`config.mk`:
```
export PLATFORM = sky130hd
export DESIGN_NAME = dht11_controller
export DESIGN_NICKNAME = d
export VERILOG_FILES = /design/src/rtl/dht11_pkg.sv /design/src/rtl/dht11_sync.sv /design/src/rtl/dht11_controller.sv
export SDC_FILE = /design/constraint.sdc
export NUM_CORES = 1
export LEC_CHECK = 0
export ABC_AREA = 1
export CAP_MARGIN = 5
export CORE_AREA = 2 2 107 109
export CTS_BUF_LIST = sky130_fd_sc_hd__clkbuf_16
export DETAILED_ROUTE_END_ITERATION = 6
export DIE_AREA = 0 0 109 111
export HOLD_SLACK_MARGIN = 0.06
export PLACE_DENSITY = 0.69
export SLEW_MARGIN = 25
export SYNTH_ARGS = -nofsm -noshare
export SYNTH_HDL_FRONTEND = slang
export SYNTH_HIERARCHICAL = 1
export SYNTH_SLANG_ARGS = --single-unit
```
`constraint.sdc`:
```
create_clock -name clk -period 4.88 [get_ports clk]
set_input_delay 0.976 -clock clk [delete_from_list [all_inputs] [get_ports clk]]
set_output_delay 0.976 -clock clk [all_outputs]
set_load 0.005 [all_outputs]
```
`src/rtl/dht11_pkg.sv`:
```
// Shared definitions for the DHT11 single-wire sensor controller:
// FSM state encoding, failure codes, default timing and the frame checksum.
package dht11_pkg;

   typedef enum logic [3:0] {
      IDLE      = 4'd0,
      START_LOW = 4'd1,
      WAIT_RESP = 4'd2,
      RESP_LOW  = 4'd3,
      RESP_HIGH = 4'd4,
      BIT_LOW   = 4'd5,
      BIT_HIGH  = 4'd6,
      CHECK     = 4'd7,
      DONE      = 4'd8
   } dht_state_e;

   localparam logic [1:0] ERR_NONE        = 2'b00;
   localparam logic [1:0] ERR_NO_RESP     = 2'b01;
   localparam logic [1:0] ERR_BIT_TIMEOUT = 2'b10;
   localparam logic [1:0] ERR_CHECKSUM    = 2'b11;

   localparam int DEF_START_LOW_CYC  = 18000;
   localparam int DEF_TIMEOUT_CYC    = 200;
   localparam int DEF_BIT_THRESH_CYC = 48;

   localparam int CNT_W      = 15;
   localparam int FRAME_BITS = 40;

   // Byte 0 is the first byte on the wire and sits in the top of the frame.
   function automatic logic checksum_ok(input logic [39:0] frame);
      logic [7:0] sum;
      sum = frame[39:32] + frame[31:24] + frame[23:16] + frame[15:8];
      return (sum == frame[7:0]);
   endfunction

endpackage

```
`src/rtl/dht11_sync.sv`:
```
// Two-flop synchronizer for the asynchronous sensor line plus rise/fall strobes.
// All flops reset to 1, matching the idle (pulled-up) line.
module dht11_sync (
   input  logic clk,
   input  logic rst,
   input  logic d_i,
   output logic rise_o,
   output logic fall_o
);

   logic meta_q;
   logic sync_q;
   logic prev_q;

   // Synchronizer chain and one-cycle history for edge detection
   always_ff @(posedge clk or posedge rst) begin
      if (rst) begin
         meta_q <= 1'b1;
         sync_q <= 1'b1;
         prev_q <= 1'b1;
      end else begin
         meta_q <= d_i;
         sync_q <= meta_q;
         prev_q <= sync_q;
      end
   end

   assign rise_o = sync_q & ~prev_q;
   assign fall_o = ~sync_q & prev_q;

endmodule

```
`src/rtl/dht11_controller.sv`:
```
// DHT11 read controller: issues the host start pulse, times the sensor response
// and 40 data bits, verifies the checksum and presents the humidity/temperature bytes.
module dht11_controller
   import dht11_pkg::*;
#(
   parameter int START_LOW_CYC  = DEF_START_LOW_CYC,
   parameter int TIMEOUT_CYC    = DEF_TIMEOUT_CYC,
   parameter int BIT_THRESH_CYC = DEF_BIT_THRESH_CYC
) (
   input  logic       clk,
   input  logic       rst,
   input  logic       start,
   input  logic       dht_in,
   output logic       dht_oe,
   output logic       busy,
   output logic       valid,
   output logic [7:0] hum_int,
   output logic [7:0] hum_dec,
   output logic [7:0] temp_int,
   output logic [7:0] temp_dec,
   output logic       error,
   output logic [1:0] err_code
);

   localparam int START_LAST_I = START_LOW_CYC - 1;
   localparam int TO_LAST_I    = TIMEOUT_CYC - 1;
   localparam int THRESH_M1_I  = BIT_THRESH_CYC - 1;
   localparam logic [CNT_W-1:0] START_LAST = START_LAST_I[CNT_W-1:0];
   localparam logic [CNT_W-1:0] TO_LAST    = TO_LAST_I[CNT_W-1:0];
   localparam logic [CNT_W-1:0] TO_SAT     = TIMEOUT_CYC[CNT_W-1:0];
   localparam logic [CNT_W-1:0] THRESH_M1  = THRESH_M1_I[CNT_W-1:0];
   localparam logic [5:0]       LAST_BIT   = 6'(FRAME_BITS - 1);

   dht_state_e state_q, state_d;
   logic [CNT_W-1:0] cnt_q, cnt_d;
   logic [5:0]  idx_q, idx_d;
   logic [39:0] shift_q, shift_d;
   logic        dht_oe_q, dht_oe_d;
   logic        busy_q, busy_d;
   logic        valid_q, valid_d;
   logic        error_q, error_d;
   logic [1:0]  err_code_q, err_code_d;
   logic [7:0]  hum_int_q, hum_int_d, hum_dec_q, hum_dec_d;
   logic [7:0]  temp_int_q, temp_int_d, temp_dec_q, temp_dec_d;
   logic        rise_s, fall_s, timeout_s;

   dht11_sync u_sync (
      .clk    (clk),
      .rst    (rst),
      .d_i    (dht_in),
      .rise_o (rise_s),
      .fall_o (fall_s)
   );

   // Next-state, datapath and output decode; edges are tested before timeouts
   always_comb begin
      state_d    = state_q;
      idx_d      = idx_q;
      shift_d    = shift_q;
      err_code_d = err_code_q;
      valid_d    = 1'b0;
      error_d    = 1'b0;
      hum_int_d  = hum_int_q;
      hum_dec_d  = hum_dec_q;
      temp_int_d = temp_int_q;
      temp_dec_d = temp_dec_q;
      timeout_s  = (cnt_q >= TO_LAST);

      case (state_q)
         IDLE: begin
            if (start) begin
               state_d = START_LOW;
               idx_d   = 6'd0;
               shift_d = 40'd0;
            end else begin
               state_d = IDLE;
            end
         end
         START_LOW: begin
            if (cnt_q >= START_LAST) state_d = WAIT_RESP;
            else                     state_d = START_LOW;
         end
         WAIT_RESP, RESP_LOW, RESP_HIGH: begin
            if ((state_q == WAIT_RESP) && fall_s) begin
               state_d = RESP_LOW;
            end else if ((state_q == RESP_LOW) && rise_s) begin
               state_d = RESP_HIGH;
            end else if ((state_q == RESP_HIGH) && fall_s) begin
               state_d = BIT_LOW;
            end else if (timeout_s) begin
               state_d    = DONE;
               error_d    = 1'b1;
               err_code_d = ERR_NO_RESP;
            end else begin
               state_d = state_q;
            end
         end
         BIT_LOW: begin
            if (rise_s) begin
               state_d = BIT_HIGH;
            end else if (timeout_s) begin
               state_d    = DONE;
               error_d    = 1'b1;
               err_code_d = ERR_BIT_TIMEOUT;
            end else begin
               state_d = BIT_LOW;
            end
         end
         BIT_HIGH: begin
            // cnt_q + 1 is the number of synchronized high cycles seen so far
            if (fall_s) begin
               shift_d = {shift_q[38:0], (cnt_q >= THRESH_M1)};
               idx_d   = idx_q + 6'd1;
               if (idx_q == LAST_BIT) state_d = CHECK;
               else                   state_d = BIT_LOW;
            end else if (timeout_s) begin
               state_d    = DONE;
               error_d    = 1'b1;
               err_code_d = ERR_BIT_TIMEOUT;
            end else begin
               state_d = BIT_HIGH;
            end
         end
         CHECK: begin
            state_d = DONE;
            if (checksum_ok(shift_q)) begin
               valid_d    = 1'b1;
               hum_int_d  = shift_q[39:32];
               hum_dec_d  = shift_q[31:24];
               temp_int_d = shift_q[23:16];
               temp_dec_d = shift_q[15:8];
            end else begin
               error_d    = 1'b1;
               err_code_d = ERR_CHECKSUM;
            end
         end
         DONE: begin
            state_d = IDLE;
         end
         default: begin
            state_d = IDLE;
         end
      endcase

      if (state_d != state_q) begin
         cnt_d = '0;
      end else if (state_q == IDLE) begin
         cnt_d = '0;
      end else if ((state_q != START_LOW) && (cnt_q >= TO_SAT)) begin
         cnt_d = cnt_q;
      end else begin
         cnt_d = cnt_q + 15'd1;
      end

      dht_oe_d = (state_d == START_LOW);
      busy_d   = (state_d != IDLE);
   end

   // State, datapath and registered outputs
   always_ff @(posedge clk or posedge rst) begin
      if (rst) begin
         state_q    <= IDLE;
         cnt_q      <= '0;
         idx_q      <= 6'd0;
         shift_q    <= 40'd0;
         dht_oe_q   <= 1'b0;
         busy_q     <= 1'b0;
         valid_q    <= 1'b0;
         error_q    <= 1'b0;
         err_code_q <= ERR_NONE;
         hum_int_q  <= 8'h00;
         hum_dec_q  <= 8'h00;
         temp_int_q <= 8'h00;
         temp_dec_q <= 8'h00;
      end else begin
         state_q    <= state_d;
         cnt_q      <= cnt_d;
         idx_q      <= idx_d;
         shift_q    <= shift_d;
         dht_oe_q   <= dht_oe_d;
         busy_q     <= busy_d;
         valid_q    <= valid_d;
         error_q    <= error_d;
         err_code_q <= err_code_d;
         hum_int_q  <= hum_int_d;
         hum_dec_q  <= hum_dec_d;
         temp_int_q <= temp_int_d;
         temp_dec_q <= temp_dec_d;
      end
   end

   assign dht_oe   = dht_oe_q;
   assign busy     = busy_q;
   assign valid    = valid_q;
   assign error    = error_q;
   assign err_code = err_code_q;
   assign hum_int  = hum_int_q;
   assign hum_dec  = hum_dec_q;
   assign temp_int = temp_int_q;
   assign temp_dec = temp_dec_q;

endmodule

```
==> flow_summary.toml <==
[run_status]
status = "finished clean"

[route]
dr_total_vias = 4086
post-route-drc-count = 0
wl_per_cell_um = 13.7
firstDrtPassIters = 4
routed_via_density = 5.19
drt-total-wl_um = 10800
drt_iter0_markers = 321
drtAntennaViolNets = 0

[clock_tree]
worstSkewPairLatency_ps = 360
postCtsSetupRepairBufs = 0
ctsResizeCount = 0
path_clk_slew_ps = 70
numCtsBuffers = 9
htreeDepth = 3
numClockSinks = 106
cts_hold_buf = 0
clockBufferDepth = 2
cts_tree = "yes"
cts_root_buf = "clkbuf_16"

[synthesis]
synth_seq_area_share = 0.498
ys.flop_type = "dfrtp_1"
synth_edf_count = 0
synthCells = 602
yosys_warnings = 6
async_flop_share = 1.00
avgSynthCellArea_sq_um = 8.86
syn-num-nets = 630
yosysUniqueCellTypes = 42
ys_ff_latch = 106
synth.cell_area_sq_um = 5330

[setup_path]
slowest_delay_ps = 540
path_cells = "fa_1, inv_1, fa_1, inv_1, ha_1, inv_1, fa_1, nand3b_1, nand2_1, nand2_1, nand2_1, xor2_1, nor3b_2, nand3_2, buf_4, o21ai_0"
r2r_slack_ps = 1130
critPathRequiredTime_ps = 5090
end_kind = "flip-flop"
path_max_fanout = 63
rr_startpoint = "shift_q[9]"
reg2reg_depth = 16
cpMaxStageDelayCell = "fa_1"
cp_top_family = "adder cells"
worstSetupPathDepth = 16
worstPathArrival_ps = 3960
worstSetupPathType = "flip-flop to flip-flop"
timing.rr.end = "hum_int[1]"
path_buf_inv = 4
cp-start-kind = "flip-flop"

[flow_run]
maxCapViolCount = 0

[place]
place.gp.congestion = 0.894
post-place-ws_ps = 1110
portBuffers = 41
dp.cells = 773
dp_hpwl_um = 7870

[timing]
finalSetupViolCount = 0
final.setup.tns_ps = 0
max_freq_mhz = 266
tightest_slew_ps = 712
period_share = 0.769
relSlewSlack = 0.525
postLayoutSetupSlackWorst_ps = 1130
min_period_ps = 3750
maxSlewViolCount = 0
clock_skew_ps = 10.4
rsz0062_at_grt = "no"
hold_viol_final = 0

[die]
dieWidth_um = 109
initial_core_util = 0.481
num_io_pins = 42
dieArea_sq_um = 12100
fp.dieH_um = 111
rows = 39
coreArea_sq_um = 11100

[finish]
final_nets = 669
seq_area_sq_um = 2660
nFillCells = 1018
area_growth_pct = 15.4
final_cells = 788
num_antenna_cells = 0
multi_input_area_sq_um = 2200
drive_gt1_frac = 0.0791

[power]
power.leakage_nw = 3.06
vdd_drop_max_mv = 0.168
fin_total_pwr_mw = 1.63
cellPowerDensity_nw_per_um2 = 265

[grt]
grt_max_degree = 78
gr-total-overflow = 0
antenna_found_initial = 0
track_usage = 0.203
grt_pass1_wl_um = 19400
first_global_vias = 4135

[worst_hold_path]
hold_end = "u_sync/sync_q"
hold_start = "u_sync/meta_q"
hp-class = "flip-flop to flip-flop"
hold_depth = 0
## routing by layer
metal | global-route usage | routed length (um)
met5 | 0 | 0
met4 | 0.0846 | 242
met3 | 0.0388 | 406
met2 | 0.321 | 5280
met1 | 0.274 | 4910
## power breakdown
part / total, mW / switching (mW) / internal [mW]
Sequential: 0.881 / 0.000688 / 0.880
Clock: 0.727 / 0.330 / 0.398
Combinational: 0.0224 / 0.0190 / 0.00342
Total: 1.63 / 0.349 / 1.28
## synth_stat cells (11+ instances only)
library cell  instances  share of area
clkbuf_1             11         0.0077
dfrtp_1             103           0.48
fa_1                 14          0.053
inv_1                97          0.068
nand2_1             118          0.083
nand3_1              43          0.040
nor2_1               38          0.027
nor2_2               14          0.016
o21ai_0              12          0.011
o21ai_1              30          0.028
o22ai_1              40          0.047
## stage by stage
stage               cell area [sq um]  hold WS, ps  utilization
floorplan                        5330          345            -
global placement                 5860          349        0.529
detailed placement               5860          349        0.529
CTS                              6150          362        0.555
global route                     6150          363        0.556
finish                           6150          360        0.556
## state kept, by name (all words and copies together) (netlist names)
name           flops
valid              1
hum_int            8
u_sync/prev_q      1
hum_dec            8
err_code           2
u_sync/sync_q      1
u_sync/meta_q      1
state_q            4
dht_oe             1
idx_q              6
cnt_q             15
temp_int           8
temp_dec           8
shift_q           40
error              1
busy               1
## layout by cell type, fill, tap and decap left out, types with 2 or more instances in the layout
| master | count |
|---|---|
| clkbuf_16 | 9 |
| nor3_1 | 5 |
| xnor2_1 | 5 |
| xor2_1 | 4 |
| nor3b_2 | 2 |
| ha_1 | 10 |
| a21oi_1 | 10 |
| nand3_1 | 42 |
| o22ai_1 | 40 |
| nor2_1 | 38 |
| nand4_1 | 6 |
| o21bai_1 | 2 |
| buf_4 | 4 |
| o21ai_1 | 30 |
| nor2_4 | 2 |
| dfstp_2 | 3 |
| inv_2 | 3 |
| fa_1 | 14 |
| nand3b_1 | 5 |
| inv_6 | 3 |
| nand3_2 | 2 |
| nor2_2 | 14 |
| clkdlybuf4s50_1 | 41 |
| dfrtp_1 | 103 |
| nand2_1 | 118 |
| inv_1 | 97 |
| o211ai_1 | 4 |
| o21ai_0 | 12 |
## worst max-delay path by stage
stage,from,end,slack [ps]
finish,shift_q[9],hum_int[1],1130
global route,shift_q[9],hum_dec[6],830
CTS,shift_q[9],hum_dec[0],1110
detailed placement,shift_q[9],hum_dec[0],1110
global placement,shift_q[9],hum_int[2],1230
floorplan,rst,busy,1200
## cell families (layout without fill, tap and decap cells)
kind of cell | count (synthesis) | in the layout | synth area share
compound gates | 104 | 104 | 0.114
xor+xnor | 10 | 10 | 0.0178
fa+ha+maj | 24 | 24 | 0.0760
buf+inv | 118 | 161 | 0.0896
flops | 106 | 106 | 0.498
simple gates | 240 | 240 | 0.205
## area by class of cell
class	count	area share
sequential	106	0.432
multi-input combinational	378	0.358
timing repair buffer	45	0.0716
inverter	101	0.0624
clock buffer	9	0.0366
tap	143	0.0291
clock inverter	6	0.0110
Power figures use the tool's default switching activity.
==> patch: new RTL, same settings <==
Change the package constant `CNT_W` from 15 to 17.
--- a/src/rtl/dht11_pkg.sv
+++ b/src/rtl/dht11_pkg.sv
@@ -23,7 +23,7 @@
    localparam int DEF_TIMEOUT_CYC    = 200;
    localparam int DEF_BIT_THRESH_CYC = 48;
 
-   localparam int CNT_W      = 15;
+   localparam int CNT_W      = 17;
    localparam int FRAME_BITS = 40;
 
    // Byte 0 is the first byte on the wire and sits in the top of the frame.
Behaviour: no difference found for any inputs over 10 cycles, from zero or initial values and one cycle with rst high; that may be too few to reach the edited logic, so the function may still have changed.
==> patch against the unedited design <==
Die area stayed put. Routed wire length rose by 7.9%. Design area grew 4.1%. Critical path depth increased by 2. Synthesized area increased by 4.7%. Setup slack improved by 0.18 ns. Sequential cell count up 2. Synthesized cell count is 4.7% higher. Sequential share of layout area fell by 0.94 points.
Power is not compared: it rests on default switching activity, and its combinational part moved more than twofold at a synthesized area within 25%.
==> patch: results (changes against the unedited design) <==
HP Class flop to flop; Worst VDD drop 491 µV; worst hold path endpoint u_sync/sync_q; vias in the first global route 4405 (+6.5%); Final HPWL DP 8.64 mm (+9.9%); Largest regs shift_q: 40 flops, cnt_q: 17 flops; Placer Congestion 0.872 (-2.4%); WP data arrival 3.83 ns (-0.13 ns); Yosys warnings 6 (unchanged); reg2reg path depth 18 (+2); largest cells by area after synthesis dfrtp_1 47%, nand2_1 7.9%, inv_1 6.8%; Via Count 4274 (+4.6%); Layout Skew 0.00993 ns (-0.000501 ns); WL final 11.7 mm (+7.9%); NumNets Final 697 (+4.2%); measured slew at the worst slew-check pin 0.744 ns (+0.0319 ns); GRT met2 Usage 34.5% (+2.4 points); PostCTS Resize Cnt 0 (unchanged); first drt pass iteration count 5 (+1); first-pass GRT wire length 20.2 mm (+4.1%); Reg2Reg Setup Slack 1.30 ns (+0.18 ns); CP startpoint shift_q[9]; met3 GRT Util 4.17% (+0.29 points); largest net degree at the start of global routing 45 (-42%); clock latency at the later pin of the worst-skew pair 0.36 ns (about the same); port bufs 41 (unchanged); worst reg2reg path endpoint err_code[0]; gr usage total 21.2% (+0.90 points); dpl cell area 6110 µm² (+4.2%); status finished clean; post-synth cell types 44 (+4.8%); layout cells sized above 1 10.5% (+2.6 points); Num CTS Buffers 9 (unchanged); Iter 0 DRT Violations 280 (-13%); hold depth 0 (unchanged); clock root buffer clkbuf_16; grt met1 use 28.0% (+0.61 points); Commonest cells post-synth 117 x nand2_1, 105 x dfrtp_1, 101 x inv_1, 44 x nor2_1, 39 x o22ai_1; initial antenna violation count 0 (unchanged); final hold slack 0.360 ns (-0.000803 ns); Setup Fix Bufs, Post-CTS 0 (unchanged); asr flop ratio synth 100% (unchanged); CP Max Fanout 32 (-49%); Seq/Total Area, Yosys 48.5% (-1.3 points); Top reg by flops shift_q; crit path max-delay cell type fa_1; diode count 0 (unchanged); CP top delay family adder cells; DRC 0 (unchanged); Clk pin slew, worst setup/hold paths 0.07 ns (about the same)
## patch: power groups by stage
| stage | Combinational [mW] | Sequential (mW) | Clock, mW |
|---|---|---|---|
| after detailed placement | 0.494 | 0.981 | 0 |
| final | 0.491 | 0.965 | 0.748 |
| after global routing | 0.540 | 0.970 | 0.792 |
| after CTS | 0.496 | 0.965 | 0.768 |
| after floorplan | 0.419 | 0.968 | 0 |
| after global placement | 0.482 | 0.981 | 0 |
## patch: final cells by class
cell class / count / area, µm²
multi-input cells: 396 / 2370
inverters: 108 / 408
repair buffers: 46 / 448
clock buffers: 9 / 225
fillers: 976 / 4670
clock inverters: 7 / 77.6
flip-flops and latches: 108 / 2710
well taps: 143 / 179
## patch: worst register-to-register path, stage by stage (launching register included)
cell	delay, ns
dfrtp_1	0.41
fa_1	0.54
inv_1	0.05
fa_1	0.44
inv_1	0.07
ha_1	0.19
inv_1	0.07
fa_1	0.40
nand3b_1	0.19
nand2_1	0.08
nand2_1	0.06
nand2_1	0.07
xor2_1	0.17
nor3b_2	0.07
nand3_2	0.08
buf_4	0.30
nand2_1	0.15
nand2_1	0.09
nand2_1	0.05
## patch: worst max path at each step
| stage | to | slack (ns) | cells after the start |
|---|---|---|---|
| 2_1_floorplan | busy | 1.14 | 1 |
| 3_3_place_gp | err_code[1] | 1.44 | 18 |
| 3_5_place_dp | err_code[0] | 1.27 | 18 |
| 4_1_cts | err_code[0] | 1.28 | 18 |
| 5_1_grt | err_code[1] | 1.03 | 17 |
| 6_report | err_code[0] | 1.30 | 18 |
## patch: layer usage
layer	vias to the layer above	share of wire, %
li1	2110	-
met1	2057	45
met2	90	49
met3	17	3.6
met4	0	2.3
met5	-	0
## patch: cells by family (layout without fill, tap and decap cells)
logic type | Yosys count | count (layout) | synth area share, %
simple gates | 242 | 242 | 20.9
buf+inv | 127 | 170 | 9.21
compound gates | 116 | 116 | 12.2
flops | 108 | 108 | 48.5
fa+ha+maj | 24 | 24 | 7.26
xor+xnor | 12 | 12 | 1.88
other cells | 1 | 2 | 0.0672
## patch: stage by stage
step | worst slack, ns | instances | total power [mW] | util (%)
3_3_place_gp | 1.44 | 801 | 1.46 | 55.1
3_5_place_dp | 1.27 | 801 | 1.48 | 55.1
5_1_grt | 1.03 | 817 | 2.30 | 57.9
2_1_floorplan | 1.14 | 631 | 1.39 | -
6_report | 1.30 | 817 | 2.20 | 57.9
4_1_cts | 1.28 | 817 | 2.23 | 57.9
